### src/rtl/rca_multiword_seq.sv
// Wide (N*WORDS-bit) adder built by stepping one N-bit ripple-carry slice
// across the operand words, with the inter-slice carry held in a register.

module ripple_carry_adder #(
  parameter int N = 4
) (
  input  logic [N-1:0] A,
  input  logic [N-1:0] B,
  input  logic         Cin,
  output logic [N-1:0] Sum,
  output logic         Cout
);

  logic [N:0] carry;

  assign carry[0] = Cin;

  for (genvar i = 0; i < N; i++) begin : g_fa
    assign Sum[i]     = A[i] ^ B[i] ^ carry[i];
    assign carry[i+1] = (A[i] & B[i]) | (carry[i] & (A[i] ^ B[i]));
  end

  assign Cout = carry[N];

endmodule

module rca_multiword_seq #(
  parameter int N     = 4,
  parameter int WORDS = 4
) (
  input  logic               clk,
  input  logic               rst,
  input  logic               in_valid,
  output logic               in_ready,
  input  logic [N*WORDS-1:0] a,
  input  logic [N*WORDS-1:0] b,
  input  logic               cin,
  output logic               out_valid,
  input  logic               out_ready,
  output logic [N*WORDS-1:0] sum,
  output logic               cout,
  output logic               ovf,
  output logic               busy
);

  localparam int W     = N * WORDS;
  localparam int IDX_W = (WORDS > 1) ? $clog2(WORDS) : 1;
  localparam logic [IDX_W-1:0] LAST_IDX = IDX_W'(WORDS - 1);

  typedef enum logic [1:0] {
    IDLE,
    RUN,
    DONE
  } state_e;

  state_e           state_q, state_d;
  logic [IDX_W-1:0] idx_q, idx_d;
  logic [W-1:0]     a_q, a_d;
  logic [W-1:0]     b_q, b_d;
  logic             carry_q, carry_d;
  logic [W-1:0]     sum_q, sum_d;
  logic             cout_q, cout_d;
  logic             ovf_q, ovf_d;

  logic [N-1:0]     slice_sum;
  logic             slice_cout;

  ripple_carry_adder #(.N(N)) u_slice (
    .A    (a_q[idx_q*N +: N]),
    .B    (b_q[idx_q*N +: N]),
    .Cin  (carry_q),
    .Sum  (slice_sum),
    .Cout (slice_cout)
  );

  always_comb begin
    // NOTE: every _d gets its hold value first so no path leaves it unassigned (no latches).
    state_d = state_q;
    idx_d   = idx_q;
    a_d     = a_q;
    b_d     = b_q;
    carry_d = carry_q;
    sum_d   = sum_q;
    cout_d  = cout_q;
    ovf_d   = ovf_q;

    unique case (state_q)
      IDLE: begin
        if (in_valid) begin
          a_d     = a;
          b_d     = b;
          carry_d = cin;
          idx_d   = '0;
          state_d = RUN;
        end
      end
      RUN: begin
        sum_d[idx_q*N +: N] = slice_sum;
        carry_d             = slice_cout;
        if (idx_q == LAST_IDX) begin
          // Overflow only when both operands share a sign that the result lost.
          cout_d  = slice_cout;
          ovf_d   = (a_q[W-1] == b_q[W-1]) && (slice_sum[N-1] != a_q[W-1]);
          idx_d   = '0;
          state_d = DONE;
        end else begin
          idx_d = idx_q + 1'b1;
        end
      end
      DONE: begin
        if (out_ready) state_d = IDLE;
      end
      default: state_d = IDLE;
    endcase
  end

  // NOTE: state registers use non-blocking assignments so all flops update together at the edge.
  always_ff @(posedge clk) begin
    if (rst) begin
      state_q <= IDLE;
      idx_q   <= '0;
      a_q     <= '0;
      b_q     <= '0;
      carry_q <= 1'b0;
      sum_q   <= '0;
      cout_q  <= 1'b0;
      ovf_q   <= 1'b0;
    end else begin
      state_q <= state_d;
      idx_q   <= idx_d;
      a_q     <= a_d;
      b_q     <= b_d;
      carry_q <= carry_d;
      sum_q   <= sum_d;
      cout_q  <= cout_d;
      ovf_q   <= ovf_d;
    end
  end

  assign in_ready  = (state_q == IDLE);
  assign busy      = (state_q != IDLE);
  assign out_valid = (state_q == DONE);
  assign sum       = sum_q;
  assign cout      = cout_q;
  assign ovf       = ovf_q;

endmodule

### config.mk
export PLATFORM = sky130hd
export DESIGN_NAME = rca_multiword_seq
export DESIGN_NICKNAME = d
export VERILOG_FILES = /design/src/rtl/rca_multiword_seq.sv
export SDC_FILE = /design/constraint.sdc
export NUM_CORES = 1
export LEC_CHECK = 0
export BUFFER_PORTS_ARGS = -buffer_cell sky130_fd_sc_hd__buf_2
export CORE_MARGIN = 5
export CORE_UTILIZATION = 25
export DETAILED_ROUTE_END_ITERATION = 10
export PLACE_DENSITY = 0.51
export SYNTH_ARGS = -nofsm -noshare
export SYNTH_HDL_FRONTEND = slang
export SYNTH_HIERARCHICAL = 1
export SYNTH_SLANG_ARGS = --single-unit
### constraint.sdc
create_clock -name clk -period 3.59 [get_ports clk]
set_input_delay 0.718 -clock clk [delete_from_list [all_inputs] [get_ports clk]]
set_output_delay 0.718 -clock clk [all_outputs]
set_load 0.03 [all_outputs]
# Yosys cells after proc, flatten, opt, wreduce, memory -nomap -nowiden
# Index checks and enable logic that the tools add are counted.
[word_totals] input_bits=37 output_inout_bits=21 word_cells=60 regBits=55
[classes] reduce_logical=8 bitwise=20 n_addsub=2 eq_ne=8 n_shift=4 muxes=10
[op_table] operator="$neg A4 Y34" count=1
[op_table] operator="$shift A4 B34 Y16 const A" count=1
[op_table] operator="$shiftx A4 B34 Y16" count=1
[op_table] operator="$shiftx A16 B5 Y4" count=2
[op_table] operator="$bwmux W16" count=1
[op_table] operator="$mux W2" count=5
[op_table] operator="$and A1 B1 Y1" count=8
[op_table] operator="$xor A1 B1 Y1" count=8
[op_table] operator="$pmux W2 S3" count=1
[op_table] operator="$reduce_and A2 Y1" count=3
[op_table] operator="$eq A2 B2 Y1 const B" count=2
[op_table] operator="$ne A2 B2 Y1 const B" count=2
[op_table] operator="$or A1 B1 Y1" count=4
[op_table] operator="$pmux W2 S2" count=1
[op_table] operator="$reduce_bool A2 Y1" count=2
[op_table] operator="$reduce_and A3 Y1" count=1
[op_table] operator="$add A2 B1 Y2 const B" count=1
[op_table] operator="$eq A2 B1 Y1 const B" count=1
[op_table] operator="$logic_not A2 Y1" count=1
[op_table] operator="$ne A2 B1 Y1 const B" count=1
[op_table] operator="$pmux W1 S2" count=1
[op_table] operator="$eq A1 B1 Y1" count=1
[op_table] operator="$logic_and A1 B1 Y1" count=1
[op_table] operator="$mux W1" count=1
[op_table] operator="$ne A1 B1 Y1" count=1

# Depth between registers and ports, before layout
[depth] ltp_word=11 ltp_mapped=13 mapped_depth_nobuf=12

# Hierarchy
# Netlist, hierarchy kept.
[by_module_without_submodules] module="rca_multiword_seq" instances=1 cells_each=272 area_per_inst_um2=2471.1 seq_area_each_um2=1101.1
[by_module_without_submodules] module="ripple_carry_adder" instances=1 cells_each=14 area_per_inst_um2=117.6 seq_area_each_um2=0.0

# Least setup slack after synthesis
# OpenSTA, ideal clock, no wires.
[synth_path] path_type="register -> register" start="register idx_q[0]" end="register ovf_q, in the netlist ovf" t_arrival_ns=3.016 slack_ns=0.488 path_buffers=1 stages_incl_launch_ff=13 setup_ns=0.086 t_required_ns=3.504 period_less_slack_ns=3.102 path_cell_list="dfxtp_1 -> buf_6 -> mux4_2 -> fa_1 -> inv_1 -> fa_1 -> inv_1 -> fa_1 -> inv_1 -> fa_1 -> inv_1 -> a21oi_1 -> a211oi_1"
[synth_via] elab_chain_cells=11 word_cells_on_any_way=20 cone_classes="eq/ne (2); shift (2); bitwise (14); reduce/logical (2)"
[synth_lines] element="from (decl)" line="57" rtl="logic [IDX_W-1:0] idx_q, idx_d;"
[synth_lines] element="from (signal assigned)" line="130" rtl="idx_q <= idx_d;"
[synth_lines] element="$shiftx A16 B5 Y4, on equally long branches" line="69, 70"
[synth_lines] element="$xor A1 B1 Y1" line="20" rtl="assign carry[i+1] = (A[i] & B[i]) | (carry[i] & (A[i] ^ B[i]));"
[synth_lines] element="$and A1 B1 Y1" line="20"
[synth_lines] element="$or A1 B1 Y1" line="20"
[synth_lines] element="$and A1 B1 Y1" line="20"
[synth_lines] element="$or A1 B1 Y1" line="20"
[synth_lines] element="$and A1 B1 Y1" line="20"
[synth_lines] element="$or A1 B1 Y1" line="20"
[synth_lines] element="$xor A1 B1 Y1 (*)" line="19" rtl="assign Sum[i] = A[i] ^ B[i] ^ carry[i];"
[synth_lines] element="named net slice_sum[3]" line="65" rtl="logic [N-1:0] slice_sum;"
[synth_lines] element="$ne A1 B1 Y1 (*)" line="103" rtl="ovf_d = (a_q[W-1] == b_q[W-1]) && (slice_sum[N-1] != a_q[W-1]);"
[synth_lines] element="$logic_and A1 B1 Y1 (*)" line="103"
[synth_lines] element="to (signal assigned)" line="136" rtl="ovf_q <= ovf_d;"
[synth_lines] element="to (decl)" line="63" rtl="logic ovf_q, ovf_d;"
# Mark *: on every way through the listed nets, which the timed path passes. The rest lies on a longest branch.
# A chain may end at the register's enable or synchronous reset.

# Final worst setup path
# Ends and elaborated chain as after synthesis.

==> flow_metrics.py <==
metrics = {
    "setup_path": {
        "worst_setup_path_start_kind": "flip-flop",
        "endpoint": "ovf$_SDFFE_PP0P_",
        "endpoint_kind": "flip-flop",
        "path_cells": "mux4_2 > fa_1 > inv_1 > fa_1 > inv_1 > fa_1 > inv_1 > fa_1 > inv_1 > a21oi_1 > a211oi_1",
        "crit_fanout": 7,
        "r2r_setup_slack_ns": 0.32,
        "arrival_ns": 3.49,
        "r2r_end": "ovf$_SDFFE_PP0P_",
        "timing.rr.start": "idx_q[0]$_SDFFE_PP0P_",
        "worst-setup-path-type": "reg -> reg",
        "crit_start": "idx_q[0]$_SDFFE_PP0P_",
        "r2r_cells": 11,
        "crit_slowest_cell": "mux4_2",
        "critPathMaxStageDelay_ns": 0.58,
        "cp.required_ns": 3.81,
    },
    "die": {
        "fp.dieW_um": 112,
        "pin_count": 58,
        "start_util": 0.253,
        "die_y_um": 112,
        "rows": 37,
        "core_um2": 10200,
        "die_area_um2": 12500,
    },
    "cells_and_area": {
        "diodes": 0,
        "fin_area_um2": 3080,
        "drive_gt1_frac": 0.326,
        "nets": 382,
        "finalNonFillerCells": 473,
        "synthToLayoutAreaGrowth_pct": 18.8,
    },
    "sta": {
        "fin_crit_ns": 3.27,
        "setup_ws_ns": 0.318,
        "fmax_mhz": 306,
        "maxSlewViolCount": 0,
        "hold_viol_final": 0,
        "fin_worst_skew_ns": 0.00627,
        "setup_viol": 0,
        "relSlewSlack": 0.302,
        "rsz0062_at_grt": "false",
        "period_share": 0.912,
        "finalSetupTns_ns": 0,
        "hold_slack_ns": 0.457,
        "worst_pin_slew_ns": 1.05,
    },
    "clock_network": {
        "ctsResizeCount": 0,
        "cts_hold_buf": 0,
        "clock_sinks": 55,
        "cts-root-buf": "clkbuf_8",
        "clockBufferDepth": 2,
        "cts_tree": "yes",
        "post_cts_buffers": 0,
        "clkTransAtPathRegs_ns": 0.10,
        "clock_latency_ns": 0.31,
        "htree_num_levels": 2,
        "numCtsBuffers": 5,
    },
    "synth": {
        "seq_area_frac_synth": 0.425,
        "ys_seq_elements": 55,
        "synth_cells": 286,
        "yosys.area.top_type": "dfxtp_1",
        "yosysWarnings": 6,
        "syn_area_um2": 2590,
        "ys_async_sr_fraction": 0,
        "syn_area_per_cell_um2": 9.05,
        "synthTopCellsByCount": "dfxtp_1, a21oi_1, nand2_1",
        "synth_most_common_cell": "dfxtp_1",
        "synth.top_cell.area_share": 0.425,
        "synth.area.top_cells": "dfxtp_1, a21oi_1, nand2_2, nand2_1, mux4_2",
        "syn_nets": 332,
        "yosysUniqueCellTypes": 32,
        "ys.flop_type": "dfxtp_1",
        "synth_edf_count": 0,
    },
    "route": {
        "viasPerCell": 4.28,
        "drc": 0,
        "detail_route.iter0.violations": 50,
        "wl_per_cell_um": 13.0,
        "drt-pass1-iter-count": 4,
        "vias": 2024,
        "antenna_left": 0,
        "wl_mm": 6.16,
    },
    "placed_design": {
        "io_buffer_count": 57,
        "placed_cell_area_um2": 2970,
        "pre_cts_slack_ns": 0.321,
        "hpwl_mm": 4.52,
        "gp_congestion": 0.723,
        "place_inst": 465,
    },
    "power": {
        "clkPwrFrac": 0.313,
        "irDropWorstVdd_uv": 165,
        "combinationalPowerShare": 0.143,
        "p_leak_uw": 0.00121,
        "p_sw_uw": 329,
        "swShare": 0.271,
        "p_per_area_nw_per_um2": 395,
        "cellInternalPower_uw": 885,
        "power_frac_seq": 0.544,
    },
    "global_route": {
        "antenna_found_initial": 0,
        "grt_max_degree": 60,
        "grt_overflow": 0,
        "track_usage": 0.100,
        "grt_pass1_vias": 2089,
        "grt_pass1_wl_mm": 10.4,
    },
    "worst_hold_path": {
        "hp-class": "reg -> reg",
    },
    "run_status": {
        "status": "finished clean",
    },
    "flow_run": {
        "max_cap_violations": 0,
    },
}
## stage by stage
stage                     utilization  total power [uW]
final                           0.301              1210
after global routing            0.301              1280
after CTS                       0.301              1230
after detailed placement        0.290               853
after global placement          0.290               851
after floorplan                     -               795
## how the worst min path moves through the flow
stage,slack (ns),cells past startpoint,endpoint,startpoint
final,0.46,2,sum[12]$_SDFFE_PP0P_,sum[12]$_SDFFE_PP0P_
after global routing,0.48,2,b_q[3]$_SDFFE_PP0P_,b_q[3]$_SDFFE_PP0P_
after CTS,0.46,2,sum[8]$_SDFFE_PP0P_,sum[8]$_SDFFE_PP0P_
after detailed placement,0.45,2,sum[8]$_SDFFE_PP0P_,sum[8]$_SDFFE_PP0P_
after global placement,0.44,2,sum[12]$_SDFFE_PP0P_,sum[12]$_SDFFE_PP0P_
after floorplan,0.43,2,b_q[0]$_SDFFE_PP0P_,b_q[0]$_SDFFE_PP0P_
## power by group through the flow
stage,clock network [uW],registers [uW],logic (uW)
2_1_floorplan,0,670,125
3_3_place_gp,0,675,175
3_5_place_dp,0,675,178
4_1_cts,391,661,178
5_1_grt,418,665,197
6_report,380,660,174
## cells by family (layout without fill, tap and decap cells)
kind of cell / count (synthesis) / count (layout) / share of synthesized area
mux: 8 / 8 / 0.0725
simple gates: 121 / 121 / 0.259
buf+inv: 36 / 87 / 0.0681
compound gates: 57 / 57 / 0.120
flops: 55 / 55 / 0.425
fa+ha+maj: 9 / 9 / 0.0551
## cell type report
class / count / area [um2]
flip-flops and latches: 55 / 1100
inverters: 18 / 67.6
well taps: 136 / 170
clock inverters: 1 / 7.51
clock buffers: 7 / 96.3
multi-input cells: 195 / 1320
fillers: 1127 / 7160
repair buffers: 61 / 315
## sequential cells by signal, indices dropped and copies added, names as in the netlist
signal and count:
carry_q 1, cout 1, state_q 2, ovf 1
b_q 16, sum 16, idx_q 2, a_q 16
## critical path, delay by kind of cell (launching register included)
family | cells | cell delay [ns]
fa+ha+maj | 4 | 1.34
compound gates | 2 | 0.32
buf+inv | 4 | 0.39
flops | 1 | 0.57
mux | 1 | 0.58
## per-layer routing
layer | global-route usage | wire length, um
met2 | 0.160 | 2710
met1 | 0.136 | 3100
met3 | 0.0266 | 288
met4 | 0.0243 | 53
met5 | 0 | 0
## placed cells by master (no fill, tap or decap)
cell,n
nor3_1,1
nand3_1,12
clkinvlp_4,1
a211oi_1,2
dfxtp_1,55
a21oi_1,49
or2_2,1
mux4_2,6
mux4_1,2
nor2b_1,2
buf_4,4
nand2b_1,6
nor3b_4,1
a22oi_1,1
nand3b_1,5
ha_1,5
nor4b_2,2
or3b_1,2
and4bb_1,1
and3b_1,4
nor2_1,3
nor3b_2,1
clkbuf_8,7
nand2_1,49
fa_1,4
nand2_2,30
inv_1,18
o21bai_1,1
buf_2,57
nand4b_1,1
o32ai_1,4
No activity file was read; power rests on OpenSTA's default activity.
